## src/rtl/ioq_pkg.sv

```systemverilog
// Shared types and constants for the IO queue master: FSM states, error bit
// positions and the data path width.
package ioq_pkg;

    localparam int DATA_W       = 32;
    localparam int ERR_W        = 3;
    localparam int ERR_WQ_UNDER = 0;
    localparam int ERR_RQ_OVER  = 1;
    localparam int ERR_TIMEOUT  = 2;

    typedef enum logic [1:0] {
        IDLE  = 2'd0,
        ISSUE = 2'd1,
        WAIT  = 2'd2
    } ioq_state_e;

endpackage

```

## src/rtl/ioq_fifo.sv

```systemverilog
// Synchronous first-word-fall-through FIFO with registered full/empty flags
// and single-cycle drop (push while full) / underflow (pop while empty) strobes.
module ioq_fifo #(
    parameter int WIDTH = 32,
    parameter int DEPTH = 16
) (
    input  logic             clock,
    input  logic             reset,
    input  logic             push_i,
    input  logic [WIDTH-1:0] data_i,
    input  logic             pop_i,
    output logic [WIDTH-1:0] data_o,
    output logic             full_o,
    output logic             empty_o,
    output logic             drop_o,
    output logic             under_o
);
    localparam int AW = $clog2(DEPTH);

    logic [WIDTH-1:0] mem_q [DEPTH];
    logic [AW-1:0]    wr_ptr_q;
    logic [AW-1:0]    rd_ptr_q;
    logic [AW:0]      count_q;
    logic [AW:0]      count_d;
    logic             full_q;
    logic             empty_q;
    logic             do_push;
    logic             do_pop;

    // An empty FIFO with push and pop together hands the word straight through.
    assign do_pop  = pop_i && (!empty_q || push_i);
    assign do_push = push_i && (!full_q || pop_i);
    assign drop_o  = push_i && !do_push;
    assign under_o = pop_i && !do_pop;

    always_comb begin
        count_d = count_q;
        if (do_push && !do_pop) begin
            count_d = count_q + 1'b1;
        end else if (do_pop && !do_push) begin
            count_d = count_q - 1'b1;
        end
    end

    always_ff @(posedge clock) begin
        if (reset) begin
            wr_ptr_q <= '0;
            rd_ptr_q <= '0;
            count_q  <= '0;
            full_q   <= 1'b0;
            empty_q  <= 1'b1;
        end else begin
            if (do_push) wr_ptr_q <= wr_ptr_q + 1'b1;
            if (do_pop)  rd_ptr_q <= rd_ptr_q + 1'b1;
            count_q <= count_d;
            full_q  <= (count_d == (AW+1)'(DEPTH));
            empty_q <= (count_d == '0);
        end
    end

    always_ff @(posedge clock) begin
        if (do_push) mem_q[wr_ptr_q] <= data_i;
    end

    assign data_o  = !empty_q ? mem_q[rd_ptr_q] : ((push_i && pop_i) ? data_i : '0);
    assign full_o  = full_q;
    assign empty_o = empty_q;

endmodule

```

## src/rtl/ioq_master.sv

```systemverilog
// CPU-side IO queue initiator: owns WQ/RQ/AQ and dispatches AQ commands to devices
// one at a time. Define IOQ_TIMEOUT_EN to add the WAIT-state watchdog (err[2]).
module ioq_master
    import ioq_pkg::*;
#(
    parameter int NDEV     = 4,
    parameter int DEVW     = 2,
    parameter int WQ_DEPTH = 16,
    parameter int RQ_DEPTH = 16,
    parameter int AQ_DEPTH = 8,
    parameter int TIMEOUT  = 255
) (
    input  logic              clock,
    input  logic              reset,
    input  logic [DATA_W-1:0] wqData,
    input  logic              wqWr,
    output logic              wqFull,
    input  logic [DEVW-1:0]   aqDev,
    input  logic              aqWr,
    output logic              aqFull,
    output logic [DATA_W-1:0] rqData,
    input  logic              rqRd,
    output logic              rqEmpty,
    output logic [DATA_W-1:0] wq,
    input  logic              rwq,
    input  logic [DATA_W-1:0] rq,
    input  logic              wrq,
    input  logic              done,
    output logic [NDEV-1:0]   sel,
    output logic              busy,
    output logic [ERR_W-1:0]  err
);
    ioq_state_e       state_q, state_d;
    logic [DEVW-1:0]  dev_q, dev_d;
    logic [NDEV-1:0]  sel_q, sel_d;
    logic             busy_q, busy_d;
    logic [ERR_W-1:0] err_q, err_d;

    logic             wq_under, rq_drop, aq_empty, aq_pop, timeout_hit, dev_invalid;
    logic [DEVW-1:0]  aq_head;
    logic             wq_empty_unused, wq_drop_unused, rq_full_unused, rq_under_unused;
    logic             aq_drop_unused, aq_under_unused;

    ioq_fifo #(.WIDTH(DATA_W), .DEPTH(WQ_DEPTH)) u_wq (
        .clock(clock), .reset(reset), .push_i(wqWr), .data_i(wqData), .pop_i(rwq),
        .data_o(wq), .full_o(wqFull), .empty_o(wq_empty_unused),
        .drop_o(wq_drop_unused), .under_o(wq_under)
    );

    ioq_fifo #(.WIDTH(DATA_W), .DEPTH(RQ_DEPTH)) u_rq (
        .clock(clock), .reset(reset), .push_i(wrq), .data_i(rq), .pop_i(rqRd),
        .data_o(rqData), .full_o(rq_full_unused), .empty_o(rqEmpty),
        .drop_o(rq_drop), .under_o(rq_under_unused)
    );

    ioq_fifo #(.WIDTH(DEVW), .DEPTH(AQ_DEPTH)) u_aq (
        .clock(clock), .reset(reset), .push_i(aqWr), .data_i(aqDev), .pop_i(aq_pop),
        .data_o(aq_head), .full_o(aqFull), .empty_o(aq_empty),
        .drop_o(aq_drop_unused), .under_o(aq_under_unused)
    );

    // A command to a nonexistent device drives no select and retires at once.
    assign dev_invalid = (32'(dev_q) >= NDEV);

`ifdef IOQ_TIMEOUT_EN
    localparam int CNT_W = ($clog2(TIMEOUT + 1) > 8) ? $clog2(TIMEOUT + 1) : 8;
    logic [CNT_W-1:0] tmo_cnt_q;

    always_ff @(posedge clock) begin
        if (reset || state_q == ISSUE) begin
            tmo_cnt_q <= '0;
        end else if (state_q == WAIT) begin
            tmo_cnt_q <= tmo_cnt_q + 1'b1;
        end
    end

    assign timeout_hit = (state_q == WAIT) && (tmo_cnt_q == CNT_W'(TIMEOUT - 1));
`else
    logic unused_timeout;
    assign unused_timeout = (TIMEOUT != 0);
    assign timeout_hit    = 1'b0;
`endif

    always_comb begin
        state_d = state_q;
        dev_d   = dev_q;
        sel_d   = sel_q;
        busy_d  = busy_q;
        err_d   = err_q;
        aq_pop  = 1'b0;
        if (wq_under) err_d[ERR_WQ_UNDER] = 1'b1;
        if (rq_drop)  err_d[ERR_RQ_OVER]  = 1'b1;
        case (state_q)
            IDLE: begin
                if (!aq_empty) begin
                    dev_d   = aq_head;
                    aq_pop  = 1'b1;
                    busy_d  = 1'b1;
                    state_d = ISSUE;
                end
            end
            ISSUE: begin
                sel_d   = NDEV'(1) << dev_q;
                state_d = WAIT;
            end
            WAIT: begin
                if (done || dev_invalid || timeout_hit) begin
                    if (timeout_hit && !done) err_d[ERR_TIMEOUT] = 1'b1;
                    sel_d   = '0;
                    busy_d  = 1'b0;
                    state_d = IDLE;
                end
            end
            default: begin
                sel_d   = '0;
                busy_d  = 1'b0;
                state_d = IDLE;
            end
        endcase
    end

    always_ff @(posedge clock) begin
        if (reset) begin
            state_q <= IDLE;
            dev_q   <= '0;
            sel_q   <= '0;
            busy_q  <= 1'b0;
            err_q   <= '0;
        end else begin
            state_q <= state_d;
            dev_q   <= dev_d;
            sel_q   <= sel_d;
            busy_q  <= busy_d;
            err_q   <= err_d;
        end
    end

    assign sel  = sel_q;
    assign busy = busy_q;
    assign err  = err_q;

endmodule

```

## config.mk

```make
export PLATFORM = sky130hd
export DESIGN_NAME = ioq_master
export DESIGN_NICKNAME = d
export VERILOG_FILES = /design/src/rtl/ioq_pkg.sv /design/src/rtl/ioq_fifo.sv /design/src/rtl/ioq_master.sv
export SDC_FILE = /design/constraint.sdc
export NUM_CORES = 1
export LEC_CHECK = 0
export ABC_AREA = 1
export BUFFER_PORTS_ARGS = -buffer_cell sky130_fd_sc_hd__buf_2
export CORE_UTILIZATION = 60
export DETAILED_ROUTE_END_ITERATION = 6
export GPL_TIMING_DRIVEN = 0
export PLACE_DENSITY = 0.8
export REMOVE_ABC_BUFFERS = 1
export SYNTH_ARGS = -nofsm -noshare
export SYNTH_HDL_FRONTEND = slang
export SYNTH_HIERARCHICAL = 1
export SYNTH_SLANG_ARGS = --single-unit
```

## constraint.sdc

```tcl
create_clock -name clock -period 3.4 [get_ports clock]
set_input_delay 0.34 -clock clock [delete_from_list [all_inputs] [get_ports clock]]
set_output_delay 0.34 -clock clock [all_outputs]
set_load 0.05 [all_outputs]
```

==> results of run 1 <==
cell type report:
cell class                 instances  area share
clock buffer                     133      0.0541
multi-input combinational       2503       0.220
timing repair inverter             1    0.000218
tap                              969      0.0235
clock inverter                    64      0.0131
inverter                         112     0.00940
timing repair buffer             235      0.0492
antenna                            6    0.000291
sequential                      1104       0.630
path summary, 6_finish.rpt:
check                             to        startpoint  depth (start not counted)
setup / recovery               wq[8]          register                         10
hold / removal      u_wq/wr_ptr_q[0]              wqWr                          3
setup reg to reg  u_rq/mem_q[12][19]       u_rq/full_o                          6
hold reg to reg             register  u_wq/rd_ptr_q[3]                          1
cells in the final DEF (no fill, tap or decap), types with 32 or more instances in the layout:
cell type  count
edfxtp_1    1040
nand2_1      575
buf_12        34
nor2_4        32
nand3_1      197
inv_1         95
o21ai_1      221
o21ai_0      364
o211ai_1     101
nor2_1       884
dfxtp_1       56
clkbuf_16    111
a21oi_1       75
buf_2        146
stage by stage:
stage               total power [mW]   TNS, ns
floorplan                       18.3   -380.15
global placement                19.5  -1980.49
detailed placement              19.5     -6.98
CTS                             31.2         0
global route                    32.3         0
finish                          31.3         0
layer usage:
layer  track usage  share of wire
met3        0.0538           0.12
met2         0.475           0.47
met4         0.122          0.035
met5             0        0.00044
met1         0.397           0.37
repair_timing:
action | 4_1_cts | 5_1_grt
cloned | 5 | 5
pin swaps | 0 | 1
hold endpoints to repair | 21 | 0
endpoints found under the setup margin | 53 | 33
hold buffers | 3 | 0
setup buffers | 11 | 8
gates resized for setup | 9 | 6
worst register-to-register path: stages (launching register included):
cell and delay [ns]:
dfxtp_1 0.30, nand2_1 0.09, nand2_1 0.19, inv_1 0.19
nand2_1 0.31, nor2_4 0.87, buf_16 0.25
sequential cells by signal, summed over array words and instances, names as in the netlist, 2 cells and up, named ones only:
| name | flops |
|---|---|
| u_aq/rd_ptr_q | 3 |
| u_wq/rd_ptr_q | 4 |
| u_rq/count_q | 5 |
| u_rq/wr_ptr_q | 4 |
| u_wq/mem_q | 512 |
| u_aq/wr_ptr_q | 3 |
| u_aq/mem_q | 16 |
| u_aq/count_q | 4 |
| sel | 4 |
| err | 2 |
| dev_q | 2 |
| u_wq/count_q | 5 |
| u_wq/wr_ptr_q | 4 |
| u_rq/mem_q | 512 |
| state_q | 2 |
| u_rq/rd_ptr_q | 4 |
power groups by stage:
stage | clock network, mW | registers [mW] | logic, mW
after floorplan | 0 | 15.8 | 2.51
after global placement | 0 | 15.9 | 3.59
after detailed placement | 0 | 15.7 | 3.88
after CTS | 11.8 | 15.3 | 4.18
after global routing | 12.3 | 15.3 | 4.69
final | 11.7 | 15.3 | 4.33
==> results_dict.tcl, run 1 <==
set metrics [dict create \
    status "complete, no violations" \
    cp-start-kind "register" \
    stdcell_count 5127 \
    layout_setup_ws_ns 0.0312 \
    track_usage 0.294 \
    die_y_um 277 \
    io_pins 149 \
    tightest_slew_ns 1.16 \
    arrival_ns 3.03 \
    port-buffer-count 147 \
    cp_common_cell "nand2_1" \
    die_x_um 277 \
    multiInputGateArea_sq_um 11400 \
    design_area_sq_um 51700 \
    finalClockSkew_ns 0.0360 \
    antenna_left 0 \
    numCtsBuffers 106 \
    dieArea_sq_um 76600 \
    grt_pass1_wl_mm 172 \
    leakagePower_nw 18.4 \
    drt_first_pass_iters 7 \
    crit_type "register to primary output" \
    path_cells "buf_12 > inv_6 > buf_16 > a21oi_1 > o21ai_1 > nand2_1 > nand2_1 > nand3_1 > nand2_1 > buf_2" \
    cp_top_family "buffers and inverters" \
    intPower_mw 23.1 \
    power_frac_comb 0.138 \
    vias 31563 \
    cts_tree "built" \
    cts_num_sinks 1104 \
    synthesis.area_sq_um 45300 \
    cp_data_required_time_ns 3.06 \
    hold_class "input port to register" \
    end_kind "primary output" \
    cts-root-buf "clkbuf_16" \
    grt_pass1_vias 30327 \
    max-clock-path-buffers 3 \
    fin_crit_ns 3.37 \
    clock_latency_ns 0.68 \
    drt-initial-drc-count 3897 \
    dpl_cell_area_sq_um 47600 \
    cpPeakStageDelay_ns 0.42 \
    final_core_util 0.693 \
    seqPwrFrac 0.488 \
    wirelength_mm 117 \
    relSlewSlack 0.225 \
    routedWlPerCell_um 22.7 \
    rrSetupSlack_ns 0.87 \
    dp.final_hpwl_mm 58.6 \
    slew_viol_final 0 \
    drive_gt1_frac 0.109 \
    p_per_area_nw_per_um2 606 \
    hold_ws_ns 0.0129 \
    seqCellArea_sq_um 32500 \
    critPathBufInv 4 \
    slowest_stage "dfxtp_4" \
    peakVddDrop_mv 0.478 \
    cap_violations 0 \
    final-setup-viol-count 0 \
    rsz0062_at_grt "false" \
    dp_cells 4892 \
    antenna_found_initial 10 \
    viasPerCell 6.16 \
    place_ws_ns -0.458 \
    clkPwrFrac 0.374 \
    fillers 4751 \
    swShare 0.264 \
    start_util 0.608 \
    finalHoldViolations 0 \
    critPathMaxFanout 55 \
    drc 0 \
    grt-ovfl-total 0 \
    syn_inst 3944 \
    power_switching_mw 8.26 \
    cts_max_level 3 \
    clkTransAtPathRegs_ns 0.06 \
    core_area_sq_um 74600 \
    syn_avg_cell_area_sq_um 11.5 \
    final_net_count 4155 \
    timing.fmax_mhz 297 \
    grt_max_degree 119 \
    area_growth_pct 14.0 \
    place_congestion 0.789 \
    rows 100 \
    ys.warnings.count 6 \
    post-route-period-util 0.991 \
]
Power figures use the tool's default switching activity.
==> run 2, diff against run 1 <==
Settings changed: CORE_ASPECT_RATIO from default to 1.25, PLACE_DENSITY 0.8 to default, PLACE_DENSITY_LB_ADDON from default to 0.25.
==> results_dict.tcl, run 2 (synthesis results as in run 1) <==
set metrics [dict create \
    io_pins 149 \
    leakagePower_nw 18.2 \
    rsz0062_at_grt "false" \
    cts_max_level 3 \
    clkTransAtPathRegs_ns 0.07 \
    cap_violations 0 \
    reg2reg_depth 9 \
    routedWlPerCell_um 21.2 \
    numCtsBuffers 99 \
    finalClockSkew_ns 0.0206 \
    drc 20 \
    dieArea_sq_um 76600 \
    die_x_um 248 \
    crit_type "register to primary output" \
    rows 112 \
    timing.fmax_mhz 304 \
    finalHoldViolations 0 \
    cts-root-buf "clkbuf_16" \
    drt-initial-drc-count 2611 \
    antenna_left 0 \
    wirelength_mm 109 \
    dp.final_hpwl_mm 57.5 \
    die_y_um 309 \
    rrSetupSlack_ns 0.89 \
    grt_pass1_vias 28920 \
    final_core_util 0.687 \
    core_area_sq_um 74700 \
    slew_viol_final 0 \
    cts_num_sinks 1104 \
    start_util 0.607 \
    p_total_mw 30.4 \
    max-clock-path-buffers 3 \
    fillers 4991 \
    area_growth_pct 13.2 \
    antenna_found_initial 11 \
    critPathMaxFanout 105 \
    place_ws_ns -0.255 \
    grt-ovfl-total 0 \
    grt_max_degree 106 \
    final_net_count 4144 \
    relSlewSlack 0.211 \
    cp_data_required_time_ns 3.06 \
    grt_pass1_wl_mm 161 \
    layout_setup_ws_ns 0.109 \
    drt_first_pass_iters 7 \
    p_per_area_nw_per_um2 593 \
    cp-start-kind "register" \
    viasPerCell 5.91 \
    layout.cells.most_common "edfxtp_1" \
    hold_ws_ns 0.0293 \
    drive_gt1_frac 0.106 \
    track_usage 0.281 \
    final-setup-viol-count 0 \
    vias 30181 \
    peakVddDrop_mv 0.584 \
    min_from "wqData[22]" \
    violations "design-rule violations" \
    port-buffer-count 147 \
    hold_class "input port to register" \
    end_kind "primary output" \
    final_cell_mix "edfxtp_1 (1040), nor2_1 (884), nand2_1 (575)" \
    tightest_slew_ns 1.18 \
    post-route-period-util 0.968 \
    arrival_ns 2.95 \
    clock_latency_ns 0.69 \
    hold_depth 1 \
    min_to "u_wq/mem_q[10][22]" \
    cts_tree "built" \
    reg2reg_to "u_wq/empty_o" \
    fin_crit_ns 3.29 \
    biggestRegsByFlops "u_rq/mem_q x512, u_wq/mem_q x512, u_aq/mem_q x16" \
    place_congestion 0.772 \
    r2r_start "u_wq/empty_o" \
    status "finished with violations" \
]
==> run 2: how the worst max path moves through the flow <==
stage,start,slack (ns),endpoint,cells after the start
final,register,0.11,wq[28],9
after global routing,u_rq/empty_o,0.002,rqData[20],7
after CTS,register,0.004,rqData[27],11
after detailed placement,register,-0.25,rqData[4],10
after global placement,register,-14.16,rqData[28],8
after floorplan,register,-6.26,wq[0],7
==> run 2: layout make-up <==
| type | instances | area, sq um | share of cell area |
|---|---|---|---|
| flip-flops and latches | 1104 | 32500 | 0.634 |
| well taps | 969 | 1210 | 0.0236 |
| repair buffers | 230 | 2430 | 0.0474 |
| multi-input cells | 2503 | 11400 | 0.222 |
| clock inverters | 60 | 573 | 0.0112 |
| inverters | 112 | 470 | 0.00917 |
| diodes | 7 | 17.5 | 0.000342 |
| clock buffers | 124 | 2640 | 0.0515 |
| repair inverters | 2 | 17.5 | 0.000342 |
==> run 2: routing by layer <==
layer | share of wire | routed length (um) | GRT usage | up-vias
met4 | 0.049 | 5280 | 0.148 | 12
met5 | 0.00069 | 75 | 0 | -
li1 | - | - | - | 14024
met1 | 0.36 | 39400 | 0.332 | 14445
met3 | 0.079 | 8550 | 0.0439 | 354
met2 | 0.51 | 55300 | 0.495 | 1346
==> run 2: repair_timing <==
item / CTS / global route
endpoints found under the hold margin: 84 / 0
hold buffers: 9 / 0
setup buffers: 7 / 5
cloned: 5 / 1
setup endpoints to repair: 62 / 48
gates resized for setup: 6 / 2
==> run 2: where the power goes <==
| group | internal (mW) | leakage (nW) | switching (mW) |
|---|---|---|---|
| clock network | 6.15 | 1.57 | 4.78 |
| logic | 1.16 | 6.69 | 3.01 |
| registers | 15.1 | 9.92 | 0.167 |
==> run 2: stage by stage <==
stage,instances,TNS (ns),area [sq um]
6_report,5111,0,51300
5_1_grt,5107,0,51300
4_1_cts,5098,0,51200
3_5_place_dp,4893,-1.56,47600
3_3_place_gp,4835,-2015.63,46000
2_1_floorplan,3719,-380.15,44100
==> run 2: critical path: stages (launching register included) <==
cell	delay, ns
dfxtp_4	0.47
inv_6	0.23
buf_16	0.41
o21ai_0	0.17
o21ai_1	0.14
nand2_1	0.07
nand2_1	0.07
nand3_1	0.10
nand2_1	0.21
buf_2	0.30
